--- src/rtl/sram_arbiter.sv ---
// Arbitrates one asynchronous SRAM between a fetch port and a load/store port.
// Optional INST_BUF_EN adds a one-entry fetch buffer that bypasses the SRAM on a hit.
module sram_arbiter #(
   parameter int unsigned WAIT_CYCLES = 1
) (
   input  logic        clk,
   input  logic        rst,
   input  logic        inst_req_i,
   input  logic [19:0] inst_addr_i,
   output logic [31:0] inst_rdata_o,
   output logic        inst_ack_o,
   input  logic        data_req_i,
   input  logic        data_we_i,
   input  logic [19:0] data_addr_i,
   input  logic [3:0]  data_be_i,
   input  logic [31:0] data_wdata_i,
   output logic [31:0] data_rdata_o,
   output logic        data_ack_o,
   output logic        stall_o,
   output logic [19:0] sram_addr_o,
   output logic [31:0] sram_wdata_o,
   output logic        sram_dout_en_o,
   input  logic [31:0] sram_rdata_i,
   output logic        sram_ce_n_o,
   output logic        sram_oe_n_o,
   output logic        sram_we_n_o,
   output logic [3:0]  sram_be_n_o
);

   typedef enum logic [2:0] {
      IDLE, INST_ACC, DATA_RD, DATA_WR, ACK
   } state_e;

   localparam logic [3:0] WAIT_LD = 4'(WAIT_CYCLES);

   state_e      state_q, state_d;
   logic [3:0]  cnt_q, cnt_d;
   logic [19:0] addr_q, addr_d;
   logic [3:0]  be_q, be_d;
   logic [31:0] wdata_q, wdata_d;
   logic        dsel_q, dsel_d;
   logic [31:0] irdata_q, irdata_d;
   logic [31:0] drdata_q, drdata_d;
   logic        last, rd_acc, access, hit;

`ifdef INST_BUF_EN
   logic        bvalid_q, bvalid_d;
   logic [19:0] baddr_q, baddr_d;
   logic [31:0] bdata_q, bdata_d;
   assign hit = bvalid_q && (baddr_q == inst_addr_i);

   always_ff @(posedge clk) begin
      if (rst) begin
         bvalid_q <= 1'b0;
         baddr_q  <= '0;
         bdata_q  <= '0;
      end else begin
         bvalid_q <= bvalid_d;
         baddr_q  <= baddr_d;
         bdata_q  <= bdata_d;
      end
   end
`else
   assign hit = 1'b0;
`endif

   always_ff @(posedge clk) begin
      if (rst) begin
         state_q  <= IDLE;
         cnt_q    <= '0;
         addr_q   <= '0;
         be_q     <= '0;
         wdata_q  <= '0;
         dsel_q   <= 1'b0;
         irdata_q <= '0;
         drdata_q <= '0;
      end else begin
         state_q  <= state_d;
         cnt_q    <= cnt_d;
         addr_q   <= addr_d;
         be_q     <= be_d;
         wdata_q  <= wdata_d;
         dsel_q   <= dsel_d;
         irdata_q <= irdata_d;
         drdata_q <= drdata_d;
      end
   end

   assign last = (cnt_q == 4'd0);

   always_comb begin
      state_d  = state_q;
      cnt_d    = cnt_q;
      addr_d   = addr_q;
      be_d     = be_q;
      wdata_d  = wdata_q;
      dsel_d   = dsel_q;
      irdata_d = irdata_q;
      drdata_d = drdata_q;
`ifdef INST_BUF_EN
      bvalid_d = bvalid_q;
      baddr_d  = baddr_q;
      bdata_d  = bdata_q;
`endif
      unique case (state_q)
         IDLE: begin
            if (data_req_i) begin
               state_d = data_we_i ? DATA_WR : DATA_RD;
               cnt_d   = WAIT_LD;
               addr_d  = data_addr_i;
               be_d    = data_be_i;
               wdata_d = data_wdata_i;
               dsel_d  = 1'b1;
`ifdef INST_BUF_EN
               // A store to the buffered word makes the copy stale
               if (data_we_i && data_addr_i == baddr_q)
                  bvalid_d = 1'b0;
`endif
            end else if (inst_req_i && hit) begin
               state_d = ACK;
               dsel_d  = 1'b0;
`ifdef INST_BUF_EN
               irdata_d = bdata_q;
`endif
            end else if (inst_req_i) begin
               state_d = INST_ACC;
               cnt_d   = WAIT_LD;
               addr_d  = inst_addr_i;
               be_d    = 4'hF;
               wdata_d = '0;
               dsel_d  = 1'b0;
            end
         end
         INST_ACC, DATA_RD, DATA_WR: begin
            if (last) begin
               state_d = ACK;
               if (state_q == INST_ACC) begin
                  irdata_d = sram_rdata_i;
`ifdef INST_BUF_EN
                  bvalid_d = 1'b1;
                  baddr_d  = addr_q;
                  bdata_d  = sram_rdata_i;
`endif
               end
               if (state_q == DATA_RD)
                  drdata_d = sram_rdata_i;
            end else begin
               cnt_d = cnt_q - 4'd1;
            end
         end
         ACK:     state_d = IDLE;
         default: state_d = IDLE;
      endcase
   end

   assign access = (state_q == INST_ACC) || (state_q == DATA_RD) ||
                   (state_q == DATA_WR);
   assign rd_acc = (state_q == INST_ACC) || (state_q == DATA_RD);

   // The final write cycle releases we_n so data holds past the write edge
   assign sram_ce_n_o    = ~access;
   assign sram_oe_n_o    = ~rd_acc;
   assign sram_we_n_o    = ~((state_q == DATA_WR) && !last);
   assign sram_dout_en_o = (state_q == DATA_WR);
   assign sram_be_n_o    = (state_q == DATA_WR) ? ~be_q :
                           (rd_acc ? 4'b0000 : 4'b1111);
   assign sram_addr_o    = access ? addr_q : '0;
   assign sram_wdata_o   = sram_dout_en_o ? wdata_q : '0;

   assign inst_rdata_o = irdata_q;
   assign data_rdata_o = drdata_q;
   assign inst_ack_o   = (state_q == ACK) && !dsel_q;
   assign data_ack_o   = (state_q == ACK) && dsel_q;
   assign stall_o      = (inst_req_i | data_req_i) & ~(inst_ack_o | data_ack_o);

endmodule

--- config.mk ---
export PLATFORM = sky130hd
export DESIGN_NAME = sram_arbiter
export DESIGN_NICKNAME = d
export VERILOG_FILES = /design/src/rtl/sram_arbiter.sv
export SDC_FILE = /design/constraint.sdc
export NUM_CORES = 1
export LEC_CHECK = 0
export ABC_AREA = 1
export BUFFER_PORTS_ARGS = -buffer_cell sky130_fd_sc_hd__buf_4
export CORE_MARGIN = 2
export CORE_UTILIZATION = 45
export DETAILED_ROUTE_END_ITERATION = 10
export PLACE_DENSITY = 0.77
export SLEW_MARGIN = 25
export SYNTH_ARGS = -nofsm -noshare
export SYNTH_HDL_FRONTEND = slang
export SYNTH_SLANG_ARGS = --single-unit
--- constraint.sdc ---
create_clock -name clk -period 2 [get_ports clk]
set_input_delay 0.1 -clock clk [delete_from_list [all_inputs] [get_ports clk]]
set_output_delay 0.1 -clock clk [all_outputs]
set_load 0.05 [all_outputs]
; ---- After elaboration in Yosys (flattened, before gate mapping)
; Cells that the tools add are included.
; Widths: inputs -> output; s select.
[classes]
add_sub_neg = 1
eq_ne = 7
muxes = 21
n_bitwise = 8
reduce_logical = 17
[op_table]
columns = op, count
row1 = $mux 32, 3
row2 = $mux 20, 3
row3 = $mux 4, 7
row4 = $mux 3, 3
row5 = $reduce_and 3->1, 3
row6 = $pmux 4 s2, 1
row7 = $eq 3x2->1 const B, 2
row8 = $pmux 3 s2, 1
row9 = $logic_not 4->1, 1
row10 = $ne 2x2->1 const B, 2
row11 = $not 1->1, 4
row12 = $not 4->4, 1
row13 = $reduce_and 2->1, 2
row14 = $reduce_bool 2->1, 2
row15 = $sub 4x1->4 const B, 1
row16 = $eq 3x1->1 const B, 1
row17 = $eq 3x3->1 const B, 1
row18 = $logic_and 1x1->1, 3
row19 = $logic_not 3->1, 1
row20 = $mux 1, 3
row21 = $ne 3x3->1 const B, 1
row22 = $reduce_or 3->1, 1
row23 = $logic_not 1->1, 2
row24 = $logic_or 1x1->1, 2
row25 = 2 further kinds, 3
[totals]
register_bits = 128
input_bits = 113
output_inout_bits = 127
wordCells = 62

; ---- Logic depth before layout (Yosys ltp)
; Gate-level depths: netlist of run 1.
[depth]
word_depth = 5
depth_mapped = 9
depth_no_buf = 9

; ---- Worst setup path before layout of run 1
; OpenSTA, ideal clock, no wires.
[synth_timing]
path_type = register to output
from = register state_q[2]
to = output port sram_be_n_o[0]
t_arrival_ns = 2.291
required_time_ns = 1.900
slack_ns = -0.391
path_stages_with_launch = 6
n_path_buf = 0
cell_sequence = dfxtp_1 inv_4 nand2_1 nor2_2 inv_2 o21ai_0
[synth_between]
word_cells_on_any_way = 6
cone_classes = eq/ne: 3 / mux: 2 / reduce/logical: 1
[synth_rtl]
columns = element, line_no
row1 = start: declaration, 36  ; state_e state_q, state_d;
row2 = start signal: assignment, 78  ; state_q <= state_d;
row3 = $eq 3x2->1, --
row4 = net sram_dout_en_o, 22  ; output logic sram_dout_en_o,
row5 = $mux 4, 165  ; assign sram_be_n_o = (state_q == DATA_WR) ? ~be_q :
row6 = end: declaration, 27  ; output logic [3:0] sram_be_n_o
; The timed path passes the listed nets, and every way through them passes these cells.

; ---- Worst setup path in the final report of run 1
[layout_timing]
from = register state_q[0]
to = output port sram_addr_o[0]
[layout_between]
elab_chain_len = 4
word_cells_on_any_way = 6
cone_classes = eq/ne: 3 / mux: 1 / reduce/logical: 2
[layout_lines]
columns = element, line_no
row1 = $eq 3x1->1 / $eq 3x2->1 (equally long branches), 156  ; assign access = (state_q == INST_ACC) || (state_q == DATA_RD) ||
row2 = $logic_or 1x1->1, 156
row3 = $logic_or 1x1->1 *, 156
row4 = $mux 20 *, 167  ; assign sram_addr_o = access ? addr_q : '0;
row5 = end: declaration, 20  ; output logic [19:0] sram_addr_o,
; Mark *: on every way between the ends. The rest lies on a longest branch, timed or not.

==> out/summary.txt, run 1 <==
Worst Skew: 6.83 ps
Die area: 0.0127 sq mm
CP Launch Type: register
Worst hold path class: in -> reg
Layout Area Growth over Synthesis: 59.1%
Commonest cells after routing, fill and taps aside: 244 x buf_4, 193 x nor2_1, 144 x nand2_1
EDFF count, synth: 0
Synth Area in XOR/XNOR: 0%
Max VDD drop: 887 uV
Layout fillers: 880
# DRC: 0
Post-Synthesis Cells: 761
Mux cell area share after synthesis: 0%
H-tree levels: 4
CTS Sinks: 128
Total Wirelength: 16100 microns
Worst Path Max Fanout: 22
Nets: 1164
Layout cells sized above 1: 28.2%
DR pass1 iterations: 4
First-pass GRT wire length: 26400 microns
Drt wl/cell: 13.4 microns
Placed instance count: 1105
Endpoints failing hold: 0
Post-Synth Simple-Gate Area: 27.1%
Max cap viols: 0
Remaining Overflow, GRT: 0
Largest family of logic cells by synthesized area: simple AND/OR/NAND/NOR gates
Final period util: 94.5%
Total GRT Usage: 25.2%
Synth Area per Inst: 6.96 sq um
CTS tree: done
Mapped cell area: 0.00530 sq mm
Async S/R FF share, synth: 0%
Antenna violations before repair: 0
Relative slew slack: 53.8%
Synth top area cells: dfxtp_1 48%, nor2_1 14%, nand2_1 10%
Pin count of the biggest net entering global routing: 49
Leading area contributor after synthesis: dfxtp_1
Adder-Cell Fraction of Synth Area: 0.236%
Endpoints failing setup: 0
Die height: 113 microns
Cell variety after synth: 23
Routed length on met3: 1180 microns
Synth Area in Compound Gates: 14.5%
Via count: 5810
Worst skew pair latency: 410 ps
Final RePlAce weighted congestion: 0.858
Critical path arrival: 1790 ps
Max layer used: met4
N_diodes: 0
CP Class: reg -> out
Io pins: 240
PortBufs: 239
Vias per cell: 4.82
Die extent in x: 113 microns
RSZ-0062 raised after global routing: false
Met2 wire length: 7650 microns
PD cells: 1430 mW/mm^2
Fin crit period: 1890 ps
Vias in the first global route: 5618
Metal-1 WL: 6950 microns
Post-route insts no fill: 1206
Iteration-0 DRC Markers: 338
Maximum clock rate: 0.529 GHz
Num CTS Buffers: 17
Synth top area share: 48.4%
Outcome: finished, final reports clean
Setup TNS Final: 0 ps
Post-route ant nets: 0
Clock transition at the registers of the reported paths: 60 ps
Leak pwr: 4.04 nW
Commonest non-fill, non-tap cell in the layout: buf_4
Yosys reg bits: 128
Max Slew Vio Count: 0
Clk root buf: clkbuf_16
Crit end category: output pin
Ys Warns: 0
Sequential fraction of the synthesis area: 48.4%
CTS Buffer Depth: 2
Site Rows: 39
Worst slew pin tran: 692 ps
Hpwl dp: 10100 microns
Starting density of the core: 46.2%
Critical Path RT: 1900 ps
Synth Flop Type: dfxtp_1
Syn_nets: 875
Core area: 0.0115 sq mm
state kept, by name, indices dropped and copies added, names as in the netlist:
signal / cells
be_q: 4
data_rdata_o: 32
cnt_q: 4
addr_q: 20
wdata_q: 32
state_q: 3
inst_rdata_o: 32
dsel_q: 1
path summary, 6_finish.rpt:
path | startpoint | endpoint | slack (ps) | cells after the start
max reg2reg | cnt_q[0] | inst_rdata_o[11] | 270 | 7
min | data_be_i[1] | be_q[1] | 10 | 3
max | state_q[0] | sram_addr_o[0] | 110 | 6
min reg2reg | be_q[0] | be_q[0] | 440 | 2
synth_stat cells (3+ instances only):
library cell,count
nor2_1,193
nor2_4,4
dfxtp_1,128
nand2_1,144
nand3_2,3
buf_6,3
nand3_1,6
inv_1,70
o21ai_1,11
buf_2,25
a21oi_1,59
clkbuf_1,17
inv_2,5
o21ai_0,82
routing by layer:
| metal | vias up | GRT usage [%] |
|---|---|---|
| met1 | 2620 | 30.7 |
| met2 | 216 | 42.9 |
| met3 | 32 | 6.53 |
| met4 | 0 | 9.43 |
| li1 | 2942 | - |
| met5 | - | 0 |
through the flow:
step | hold slack [ps] | worst slack, ps | utilization (%) | power [mW] | area [sq um]
after global placement | 331 | 357 | 62.2 | 8.84 | 7140
after floorplan | 235 | -129 | - | 7.36 | 5300
final | 12.4 | 111 | 73.5 | 12.1 | 8430
after global routing | 30.8 | 6.29 | 73.5 | 12.8 | 8430
after detailed placement | 339 | 292 | 62.2 | 8.90 | 7140
after CTS | 4.39 | 23.7 | 73.2 | 12.1 | 8400
report_power, final:
group	internal (mW)	switching [mW]	total, mW
clock network	1.85	1.18	3.03
logic	1.64	3.82	5.45
registers	3.26	0.350	3.60
total	6.74	5.35	12.1
area by class of cell:
| cell class | count | area [sq um] | area share (%) |
|---|---|---|---|
| inverters | 76 | 290 | 3.44 |
| well taps | 143 | 179 | 2.12 |
| clock inverters | 15 | 161 | 1.92 |
| flip-flops and latches | 128 | 2560 | 30.4 |
| clock buffers | 17 | 425 | 5.05 |
| multi-input cells | 511 | 2220 | 26.4 |
| repair buffers | 316 | 2580 | 30.7 |
cell families (layout without fill, tap and decap cells):
| family | Yosys count | in the layout |
|---|---|---|
| adders and majority gates | 1 | 1 |
| buffers and inverters | 122 | 424 |
| DFF | 128 | 128 |
| AOI/OAI and AO/OA | 153 | 153 |
| and+or+nand+nor | 357 | 357 |
worst max-delay path, stage by stage (launching register included):
cell	delay (ps)
dfxtp_1	420
nor2_4	110
nor2_4	170
inv_1	70
buf_4	210
nor2_1	160
buf_4	220
timing repair:
| action | 4_1_cts | 5_1_grt |
|---|---|---|
| resized for setup | 0 | 6 |
| hold endpoints to repair | 99 | 0 |
| setup buffers | 0 | 2 |
| hold buffers | 67 | 0 |
| endpoints found under the setup margin | 0 | 23 |
Note: power is estimated with default switching activity, not from simulation.
==> inputs of run 2 (changes only) <==
- MAX_ROUTING_LAYER: not set -> met4
==> run 2 against run 1 <==
  * Total power about the same
  * Utilization unchanged
  * Register-to-register slack about the same
  * Critical path type unchanged
==> out/summary.txt, run 2 (synthesis gave the netlist of run 1 again) <==
Outcome: finished, final reports clean
Site Rows: 39
Nets: 1164
Max VDD drop: 887 uV
Via count: 5819
H-tree levels: 4
Layout Area Growth over Synthesis: 59.1%
Total GRT Usage: 25.9%
Endpoints failing setup: 0
CTS tree: done
RSZ-0062 raised after global routing: false
Pwr Total: 12.1 mW
Core area: 0.0115 sq mm
Fin crit period: 1910 ps
Final RePlAce weighted congestion: 0.872
Max cap viols: 0
R2R Path Start: cnt_q[0]
Hold Crit Start: data_be_i[1]
Die extent in x: 113 microns
DR pass1 iterations: 4
Vias per cell: 4.83
CTS Sinks: 128
Clk root buf: clkbuf_16
DP Area: 0.00714 sq mm
Commonest cells after routing, fill and taps aside: 244 x buf_4, 193 x nor2_1, 144 x nand2_1
Post-route ant nets: 0
Die area: 0.0127 sq mm
Final Util: 73.5%
Total Wirelength: 16100 microns
Worst skew pair latency: 410 ps
Final period util: 95.5%
Hpwl dp: 10100 microns
Remaining Overflow, GRT: 0
Worst hold path class: in -> reg
WHS: 15.6 ps
Num CTS Buffers: 17
Worst Path Max Fanout: 22
Worst Skew: 6.04 ps
Crit end category: output pin
Max Slew Vio Count: 0
Critical path arrival: 1810 ps
Leak pwr: 4.04 nW
Iteration-0 DRC Markers: 310
Maximum clock rate: 0.524 GHz
PortBufs: 239
Commonest non-fill, non-tap cell in the layout: buf_4
PD cells: 1440 mW/mm^2
Worst setup path startpoint: state_q[1]
Endpoints failing hold: 0
Pin count of the biggest net entering global routing: 49
Antenna violations before repair: 0
CTS Buffer Depth: 2
Layout cells sized above 1: 28.2%
Post-route insts no fill: 1206
Die height: 113 microns
First-pass GRT wire length: 26400 microns
Io pins: 240
# DRC: 0
CP Launch Type: register
Critical Path RT: 1900 ps
Clock transition at the registers of the reported paths: 60 ps
Drt wl/cell: 13.4 microns
N_diodes: 0
Worst slew pin tran: 694 ps
Vias in the first global route: 5609
Starting density of the core: 46.2%
CP Class: reg -> out
Relative slew slack: 53.6%
Final Cell Area: 0.00843 sq mm
Placed instance count: 1105
==> run 2: cell counts in the layout (fill, tap and decap cells not counted) <==
No cell type changed its count.
==> run 2: worst paths after layout <==
kind	end	slack [ps]	depth (start not counted)
setup reg to reg	inst_rdata_o[11]	280	7
hold reg to reg	be_q[0]	440	2
setup / recovery	sram_addr_o[0]	90	6
hold / removal	be_q[1]	20	3
==> run 2: through the flow <==
stage	TNS, ps	setup WS (ps)
after detailed placement	0	292
after floorplan	-3950	-129
after global placement	0	357
after CTS	0	23.7
final	0	90.1
after global routing	0	6.29
==> run 2: area by class of cell <==
class                      instances  area [sq um]
timing repair buffer             316          2580
tap                              143           179
multi-input combinational        511          2220
sequential                       128          2560
clock buffer                      17           425
fill                             880          3040
inverter                          76           290
clock inverter                    15           161
==> run 2: per-layer routing <==
metal	track usage [%]	up-vias	wire [microns]
met3	5.13	32	1140
met2	42.8	226	7660
met5	-	-	0
met1	31.7	2621	6960
li1	-	2940	-
met4	9.43	0	352
==> run 2: worst max-delay path: stages (launching register included) <==
cell     delay, ps
dfxtp_1        440
nor2_4         110
nor2_4         180
inv_1           70
buf_4          210
nor2_1         170
buf_4          230
==> run 2: timing repair <==
item	in CTS	in global routing
hold buffers	67	0
buffers inserted	0	2
resized for setup	0	6
endpoints found under the setup margin	0	23
hold endpoints to repair	99	0
==> run 2: power breakdown <==
part           switching (mW)  internal, mW  leakage, nW
clock                    1.19          1.85        0.277
combinational            3.82          1.64         2.71
sequential              0.349          3.26         1.05
==> inputs of run 3 (changes only) <==
--- a/config.mk
+++ b/config.mk
@@ -8,8 +8,7 @@
 export ABC_AREA = 1
-export BUFFER_PORTS_ARGS = -buffer_cell sky130_fd_sc_hd__buf_4
 export CORE_MARGIN = 2
-export CORE_UTILIZATION = 45
+export CORE_UTILIZATION = 47
 export DETAILED_ROUTE_END_ITERATION = 10
+export DONT_BUFFER_PORTS = 1
 export MAX_ROUTING_LAYER = met4
-export PLACE_DENSITY = 0.77
 export SLEW_MARGIN = 25
--- a/constraint.sdc
+++ b/constraint.sdc
@@ -3,2 +3,2 @@
 set_output_delay 0.1 -clock clk [all_outputs]
-set_load 0.05 [all_outputs]
+set_load 0.01 [all_outputs]
==> run 3 against run 2 <==
  * Worst setup slack better by 16 ps
  * Cell count is 18% lower
  * Via count fell by 13%
  * Hold slack worse by 5.0 ps
  * Register-to-register slack got worse by 100 ps
  * Non-clock buffer count down 216
  * Count of clock-buffer cells in the layout increased by 1
  * Total power fell by 23%
  * Utilization shrank 11 points
  * Sequential cell count is the same
  * Largest cell class is now flip-flops and latches
  * Highest routed layer unchanged
==> out/summary.txt, run 3 (synthesis gave the netlist of run 1 again) <==
Final RePlAce weighted congestion: 0.745
Starting density of the core: 48.4%
CTS Sinks: 128
Commonest non-fill, non-tap cell in the layout: nor2_1
Commonest cells after routing, fill and taps aside: 189 x nor2_1, 144 x nand2_1, 128 x dfxtp_1
CP Launch Type: register
Int Power: 5.79 mW
Worst Skew: 8.88 ps
Pin count of the biggest net entering global routing: 94
Remaining Overflow, GRT: 0
Worst slack, placed: 318 ps
Site Rows: 38
# DRC: 0
First-pass GRT wire length: 22200 microns
Layout fillers: 962
Switching power: 3.47 mW
Leak pwr: 2.90 nW
Endpoints failing hold: 0
Clk root buf: clkbuf_16
Final Util: 62.5%
R2R Path Start: state_q[2]
Worst skew pair latency: 410 ps
Nets: 948
Die extent in x: 110 microns
Worst hold path class: in -> reg
R2R Setup Slk: 180 ps
Endpoints failing setup: 0
Die area: 0.0121 sq mm
Drt wl/cell: 14.9 microns
RSZ-0062 raised after global routing: true
Antenna violations before repair: 0
Max VDD drop: 758 uV
Comb pwr share: 27.3%
Critical path arrival: 1790 ps
CTS Buffer Depth: 2
Relative slew slack: 61.3%
PD cells: 1350 mW/mm^2
Critical Path RT: 1900 ps
Vias per cell: 5.10
Max cap viols: 0
Die height: 110 microns
Io pins: 240
Max Slew Vio Count: 0
Register share of total power: 41.3%
R2r endpoint: dsel_q
Crit end category: output pin
DR pass1 iterations: 5
Fin crit period: 1890 ps
CP Class: reg -> out
Post-route insts no fill: 988
Outcome: finished, final reports clean
Crit path to: sram_addr_o[11]
Worst slew pin tran: 580 ps
Register-to-Register Path Depth: 6
Fin worst setup slack: 106 ps
DP Area: 0.00530 sq mm
H-tree levels: 4
Hpwl dp: 8780 microns
Core area: 0.0109 sq mm
Vias in the first global route: 4736
Maximum clock rate: 0.528 GHz
Worst Path Max Fanout: 21
Post-route ant nets: 0
Total Wirelength: 14700 microns
Total GRT Usage: 24.2%
Placed instance count: 861
Clock transition at the registers of the reported paths: 60 ps
Via count: 5042
CTS tree: done
PortBufs: 0
Num CTS Buffers: 17
Worst setup path startpoint: state_q[1]
Final period util: 94.7%
Clock network power share: 31.4%
Iteration-0 DRC Markers: 345
Layout Area Growth over Synthesis: 29.1%
Switching part of the total: 37.5%
Hold depth: 4
Layout cells sized above 1: 7.20%
Final Cell Area: 0.00684 sq mm
==> run 3: changes by cell type in the layout (fill, tap and decap cells not counted), moves of 2 or more <==
cell           change
buf_4            -239
dlygate4sd3_1     +26
nor2_1             -4
nor2_2             +4
buf_6              -2
==> run 3: metal layers <==
layer | share of wire (%) | GRT usage, % | vias up
met5 | 0 | - | -
met4 | 1.7 | 9.20 | 0
met3 | 8.4 | 8.17 | 26
met2 | 49 | 39.8 | 206
met1 | 41 | 27.3 | 2295
li1 | - | - | 2515
==> run 3: power by group through the flow <==
stage               Sequential, mW  Clock (mW)  Combinational, mW
finish                        3.82        2.90               2.53
global placement              3.86           0               2.23
detailed placement            3.86           0               2.30
floorplan                     3.74           0               1.96
CTS                           3.82        2.98               2.50
global route                  3.91        3.09               2.89
==> run 3: worst max-delay path, cell delays in order (launching register included) <==
cell and delay (ps):
dfxtp_1 430, nor2_4 110, nor2_4 240, inv_1 120, buf_4 240, nor2_1 240
==> run 3: area by class of cell <==
| type | count | area, sq um | share of cell area [%] |
|---|---|---|---|
| tap | 140 | 175 | 2.56 |
| antenna | 1 | 2.50 | 0.0366 |
| sequential | 128 | 2560 | 37.5 |
| inverter | 76 | 290 | 4.25 |
| multi-input combinational | 511 | 2240 | 32.7 |
| clock inverter | 14 | 134 | 1.96 |
| timing repair buffer | 100 | 1010 | 14.7 |
| clock buffer | 18 | 429 | 6.28 |
==> run 3: how the worst min path moves through the flow <==
stage / startpoint / endpoint
after CTS: data_addr_i[5] / addr_q[5]
after global placement: rst / wdata_q[14]
after global routing: data_addr_i[5] / addr_q[5]
after floorplan: sram_rdata_i[1] / data_rdata_o[1]
after detailed placement: rst / wdata_q[10]
final: data_addr_i[4] / addr_q[4]
==> run 3: per-stage QoR <==
stage	TNS (ps)	hold WS, ps	total power [mW]
floorplan	0	235	5.70
global placement	0	175	6.09
detailed placement	0	176	6.16
CTS	0	0.0253	9.30
global route	-116	32.0	9.89
finish	0	10.6	9.26
==> run 3: timing repair <==
action | 4_1_cts | 5_1_grt
buffers inserted | 0 | 0
pin swaps | 0 | 0
endpoints found under the hold margin | 118 | 0
gates resized for setup | 5 | 6
setup endpoints to repair | 8 | 16
hold buffers | 94 | 0
